File: config.mk
export PLATFORM = sky130hd
export DESIGN_NAME = vref_cal_sar
export DESIGN_NICKNAME = d
export VERILOG_FILES = /design/src/rtl/vref_cal_sar.sv
export SDC_FILE = /design/constraint.sdc
export NUM_CORES = 1
export LEC_CHECK = 0
export CAP_MARGIN = 20
export CORE_ASPECT_RATIO = 0.9
export CORE_MARGIN = 3
export CORE_UTILIZATION = 51
export DETAILED_ROUTE_END_ITERATION = 8
export GPL_TIMING_DRIVEN = 0
export PLACE_DENSITY_LB_ADDON = 0.3
export SLEW_MARGIN = 5
export SYNTH_ARGS = -nofsm -noshare
export SYNTH_HDL_FRONTEND = slang
export SYNTH_SLANG_ARGS = --single-unit
File: constraint.sdc
create_clock -name clk_i -period 2.8 [get_ports clk_i]
set_input_delay 0.42 -clock clk_i [delete_from_list [all_inputs] [get_ports clk_i]]
set_output_delay 0.42 -clock clk_i [all_outputs]
set_load 0.02 [all_outputs]
File: src/rtl/vref_cal_sar.sv
// Successive-approximation trim controller for the vREF CAL input: binary-searches
// the trim code from a synchronized comparator decision, with a software override path.
package vref_pkg;
    parameter int VrefCalibrationWidth = 5;
endpackage

module vref_cal_sar #(
    parameter int CAL_W         = vref_pkg::VrefCalibrationWidth,
    parameter int SETTLE_CYCLES = 16
) (
    input  logic             clk_i,
    input  logic             rst_i,
    input  logic             start_i,
    input  logic             cmp_i,
    input  logic             override_en_i,
    input  logic [CAL_W-1:0] override_cal_i,
    output logic [CAL_W-1:0] cal_o,
    output logic             busy_o,
    output logic             done_o,
    output logic             cal_valid_o
);

    localparam int               IDX_W    = (CAL_W > 1) ? $clog2(CAL_W) : 1;
    localparam logic [CAL_W-1:0] ONE_CODE = CAL_W'(1);
    localparam logic [CAL_W-1:0] MID_CODE = ONE_CODE << (CAL_W - 1);
    localparam logic [IDX_W-1:0] TOP_IDX  = IDX_W'(CAL_W - 1);
    localparam logic [15:0]      CNT_LOAD = 16'(SETTLE_CYCLES - 1);

    generate
        if (SETTLE_CYCLES < 3 || SETTLE_CYCLES > 65535) begin : g_bad_settle
            $error("vref_cal_sar: SETTLE_CYCLES must be within 3..65535");
        end
    endgenerate

    typedef enum logic [0:0] {
        IDLE   = 1'b0,
        SEARCH = 1'b1
    } state_t;

    state_t             state;
    state_t             state_nxt;
    logic [CAL_W-1:0]   cal_q;
    logic [CAL_W-1:0]   cal_nxt;
    logic [CAL_W-1:0]   cur_bit;
    logic [IDX_W-1:0]   bit_idx;
    logic [IDX_W-1:0]   idx_nxt;
    logic [15:0]        cnt;
    logic [15:0]        cnt_nxt;
    logic               cmp_s1;
    logic               cmp_s2;
    logic               valid_q;
    logic               valid_nxt;
    logic               done_q;
    logic               done_nxt;

    // Two-flop synchronizer for the asynchronous comparator output
    always_ff @(posedge clk_i) begin
        if (rst_i) begin
            cmp_s1 <= 1'b0;
            cmp_s2 <= 1'b0;
        end else begin
            cmp_s1 <= cmp_i;
            cmp_s2 <= cmp_s1;
        end
    end

    // Search state and datapath registers
    always_ff @(posedge clk_i) begin
        if (rst_i) begin
            state   <= IDLE;
            cal_q   <= MID_CODE;
            bit_idx <= {IDX_W{1'b0}};
            cnt     <= 16'd0;
            valid_q <= 1'b0;
            done_q  <= 1'b0;
        end else begin
            state   <= state_nxt;
            cal_q   <= cal_nxt;
            bit_idx <= idx_nxt;
            cnt     <= cnt_nxt;
            valid_q <= valid_nxt;
            done_q  <= done_nxt;
        end
    end

    // Next-state logic: settle countdown, per-bit decision, abort on override
    always_comb begin
        state_nxt = state;
        cal_nxt   = cal_q;
        idx_nxt   = bit_idx;
        cnt_nxt   = cnt;
        valid_nxt = valid_q;
        done_nxt  = 1'b0;
        cur_bit   = ONE_CODE << bit_idx;
        case (state)
            IDLE: begin
                if (start_i && !override_en_i) begin
                    state_nxt = SEARCH;
                    cal_nxt   = MID_CODE;
                    idx_nxt   = TOP_IDX;
                    cnt_nxt   = CNT_LOAD;
                    valid_nxt = 1'b0;
                end else begin
                    state_nxt = IDLE;
                end
            end
            SEARCH: begin
                if (override_en_i) begin
                    state_nxt = IDLE;
                    cal_nxt   = MID_CODE;
                    valid_nxt = 1'b0;
                end else if (cnt != 16'd0) begin
                    cnt_nxt = cnt - 16'd1;
                end else begin
                    // Output above target: the trial bit overshoots, drop it
                    if (cmp_s2) begin
                        cal_nxt = cal_q & ~cur_bit;
                    end else begin
                        cal_nxt = cal_q;
                    end
                    if (bit_idx != {IDX_W{1'b0}}) begin
                        cal_nxt = cal_nxt | (cur_bit >> 1);
                        idx_nxt = bit_idx - IDX_W'(1);
                        cnt_nxt = CNT_LOAD;
                    end else begin
                        state_nxt = IDLE;
                        valid_nxt = 1'b1;
                        done_nxt  = 1'b1;
                    end
                end
            end
            default: begin
                state_nxt = IDLE;
            end
        endcase
    end

    assign cal_o       = override_en_i ? override_cal_i : cal_q;
    assign busy_o      = (state == SEARCH);
    assign done_o      = done_q;
    assign cal_valid_o = valid_q;

endmodule

==> flow_metrics.tcl, run 1 <==
set metrics [dict create \
    diodes 0 \
    drt_first_iter_violations 128 \
    place_ws_ps 49.7 \
    ant_nets 0 \
    post_route_clock_skew_ps 10.0 \
    gr-usage-all-layers 0.227 \
    drt-vias-per-instance 6.13 \
    cts_buffers 5 \
    io_pins 18 \
    final_net_count 226 \
    critical-path-top-delay-family "buffers and inverters" \
    final-setup-viol-count 0 \
    cp-end-kind "output port" \
    crit_buf_inv 3 \
    grt_start_max_net_pins 11 \
    fp.coreArea_sq_um 2880 \
    hold-path-cell-count 1 \
    initial_core_util 0.565 \
    clock_sinks 29 \
    hold_end "cmp_s2$_SDFF_PP0_" \
    syn-num-nets 202 \
    synth-edff-count 0 \
    die-height_microns 59.6 \
    globalplace.congestion 0.859 \
    netlist.area_leader.share 0.357 \
    post_cts.repair.setup_buffers 0 \
    drive_above_1_share 0.129 \
    clock_insertion_delay_worst_skew_ps 340 \
    syn-instance-count 186 \
    detailedRoute.firstPassIterationCount 5 \
    clock.fmax_mhz 382 \
    run_status "complete, no violations" \
    drv_cap 0 \
    die_area_sq_um 3910 \
    post-synth-top-area-cell "dfxtp_1" \
    postSynthAreaPerCell_sq_um 8.75 \
    finalCriticalPeriod_ps 2610 \
    wl_per_cell_microns 15.8 \
    h-tree-depth 2 \
    number_of_antenna_violations_at_the_first_check_in_global_routing 0 \
    crit_fanout 10 \
    hold_ws_ps 450 \
    yosysWarnings 0 \
    seq_area_frac_synth 0.357 \
    reg2reg_slack_ps 560 \
    place.port_buffers 17 \
    ys_async_sr_fraction 0 \
    cellPowerDensity_nw_per_um2 513 \
    tritoncts_clock_tree "done" \
    worstRegToRegCells 7 \
    layout_area_overhead_pct 17.0 \
    cp_cell_sequence "clkdlybuf4s50_1 -> clkbuf_2 -> mux2_2 -> clkdlybuf4s50_1" \
    crit-reg2reg-launch "cnt[0]$_SDFFE_PP0P_" \
    fp-row-count 18 \
    vdd_drop_max_uv 344 \
    critical_path_arrival_ps 2190 \
    worstReg2RegEnd "bit_idx[1]$_SDFFE_PP0P_" \
    slew-limit-headroom 0.603 \
    ys_dominant_reg_cell "dfxtp_1" \
    critical_path.most_common_cell "clkdlybuf4s50_1" \
    seq_area_sq_um 581 \
    criticalPathCategory "in -> out" \
    tightest_slew_ps 592 \
    multiInputGateArea_sq_um 985 \
    grt.overflow.total 0 \
    global_route_wire_length_before_repair_mm 6.66 \
    maxSlewViolCount 0 \
    detail_route.wirelength_mm 3.95 \
    power_leakage_nw 0.700 \
    unique_masters_post_synth 47 \
    timing.setup.tns_ps 0 \
    hpwlAfterDp_mm 3.01 \
    number_of_remaining_drc_errors 0 \
    slowest_delay_ps 570 \
    synth.cell_area_sq_um 1630 \
    via_count 1533 \
    grt_pass1_vias 1436 \
    grt_setup_unrepaired "false" \
    min_path_type "reg -> reg" \
    post-route-period-util 0.934 \
    timing.final.hold_violations 0 \
    num-fill-cells 250 \
    largest_cells_by_area_after_synthesis "dfxtp_1, ha_1, a21oi_1, mux2_2, nor2_1" \
    layout.cells.most_common_list "dfxtp_1, clkdlybuf4s50_1, nor2_1" \
    crit_slowest_cell "clkdlybuf4s50_1" \
    root_buffer "clkbuf_4" \
    critPathRequiredTime_ps 2380 \
    startpoint_type "primary input" \
    clock_pin_slew_on_the_worst_setup_and_hold_paths_ps 80 \
    most_frequent_standard_cell_in_the_layout_excluding_fill_and_tap_cells "dfxtp_1" \
    start_point_of_the_worst_hold_path "cmp_s1$_SDFF_PP0_" \
    die_w_microns 65.6 \
    ys_seq_elements 29 \
    worst_slack_setup_final_ps 185 \
    cts_max_path_buffers 2 \
]
[per-stage QoR]
step                      power [mW]  area [sq um]  utilization  std cells
after floorplan                0.648          1630            -        186
after global placement         0.709          1850        0.641        243
after detailed placement       0.720          1850        0.641        243
after CTS                      0.975          1900        0.660        250
after global routing            1.03          1900        0.661        250
final                          0.977          1900        0.661        250
[kinds of logic after synthesis]
logic type	Yosys count	share of synthesized area
and+or+nand+nor	81	0.310
muxes	6	0.0407
buffers and inverters	13	0.0384
AOI/OAI and AO/OA	47	0.187
xor gates and xnor gates	4	0.0215
adders and majority gates	6	0.0461
DFF	29	0.357
[per-layer routing]
layer,vias to the layer above,global-route usage,share of wire
met2,64,0.356,0.47
met1,723,0.299,0.45
li1,737,-,-
met5,-,0,0
met4,0,0.0947,0.017
met3,9,0.0531,0.067
[power breakdown]
group | switching [mW] | internal (mW)
Clock | 0.142 | 0.118
Sequential | 0.0231 | 0.433
Combinational | 0.153 | 0.108
Total | 0.318 | 0.659
[layout make-up]
class,instances,share of cell area
timing repair buffer,17,0.0894
multi-input combinational,144,0.517
inverter,6,0.0118
clock buffer,7,0.0289
tap,40,0.0263
sequential,29,0.305
buffer,7,0.0217
[cell usage after synthesis, types with 2 or more instances]
cell / n
o21a_1: 2
a21o_1: 2
nor3_1: 6
buf_2: 2
nor2_1: 13
a31oi_1: 6
nand3_1: 8
a21oi_1: 12
dfxtp_1: 29
o21ai_0: 9
clkbuf_1: 2
nand2_1: 11
or3_1: 5
nor3_4: 2
a211oi_1: 3
inv_1: 6
nand2b_1: 6
o31ai_1: 5
or4_1: 6
xnor2_1: 4
nand4_1: 2
nor2b_1: 6
ha_1: 6
mux2_2: 5
and3_1: 2
a311oi_1: 4
or4b_2: 2
[worst max-delay path by stage]
stage / startpoint / end / cells past startpoint
detailed placement: override_en_i / cal_o[0] / 4
global route: override_en_i / cal_o[0] / 4
floorplan: cnt[0]$_SDFFE_PP0P_ / bit_idx[2]$_SDFFE_PP0P_ / 7
global placement: override_en_i / cal_o[1] / 4
finish: override_en_i / cal_o[0] / 4
CTS: override_en_i / cal_o[0] / 4
[state kept, by name (all words and copies together), names as in the netlist]
signal / cells
bit_idx: 3
busy_o: 1
cal_q: 5
cal_valid_o: 1
cmp_s1: 1
cmp_s2: 1
cnt: 16
done_o: 1
[timing repair]
action                                  CTS  global route
endpoints found under the setup margin    0             5
gates resized for setup                   0             1
hold buffers                              0             0
Note: power is estimated with default switching activity, not from simulation.
==> run 2: changes to the inputs <==
--- a/config.mk
+++ b/config.mk
@@ -5,14 +5,13 @@
 export SDC_FILE = /design/constraint.sdc
 export NUM_CORES = 1
 export LEC_CHECK = 0
-export CAP_MARGIN = 20
 export CORE_ASPECT_RATIO = 0.9
 export CORE_MARGIN = 3
 export CORE_UTILIZATION = 51
 export DETAILED_ROUTE_END_ITERATION = 8
 export GPL_TIMING_DRIVEN = 0
 export PLACE_DENSITY_LB_ADDON = 0.3
-export SLEW_MARGIN = 5
+export SLEW_MARGIN = 30
 export SYNTH_ARGS = -nofsm -noshare
 export SYNTH_HDL_FRONTEND = slang
 export SYNTH_SLANG_ARGS = --single-unit
==> results of run 2 <==
The final DEF is identical to that of run 1; final timing and power are the same.
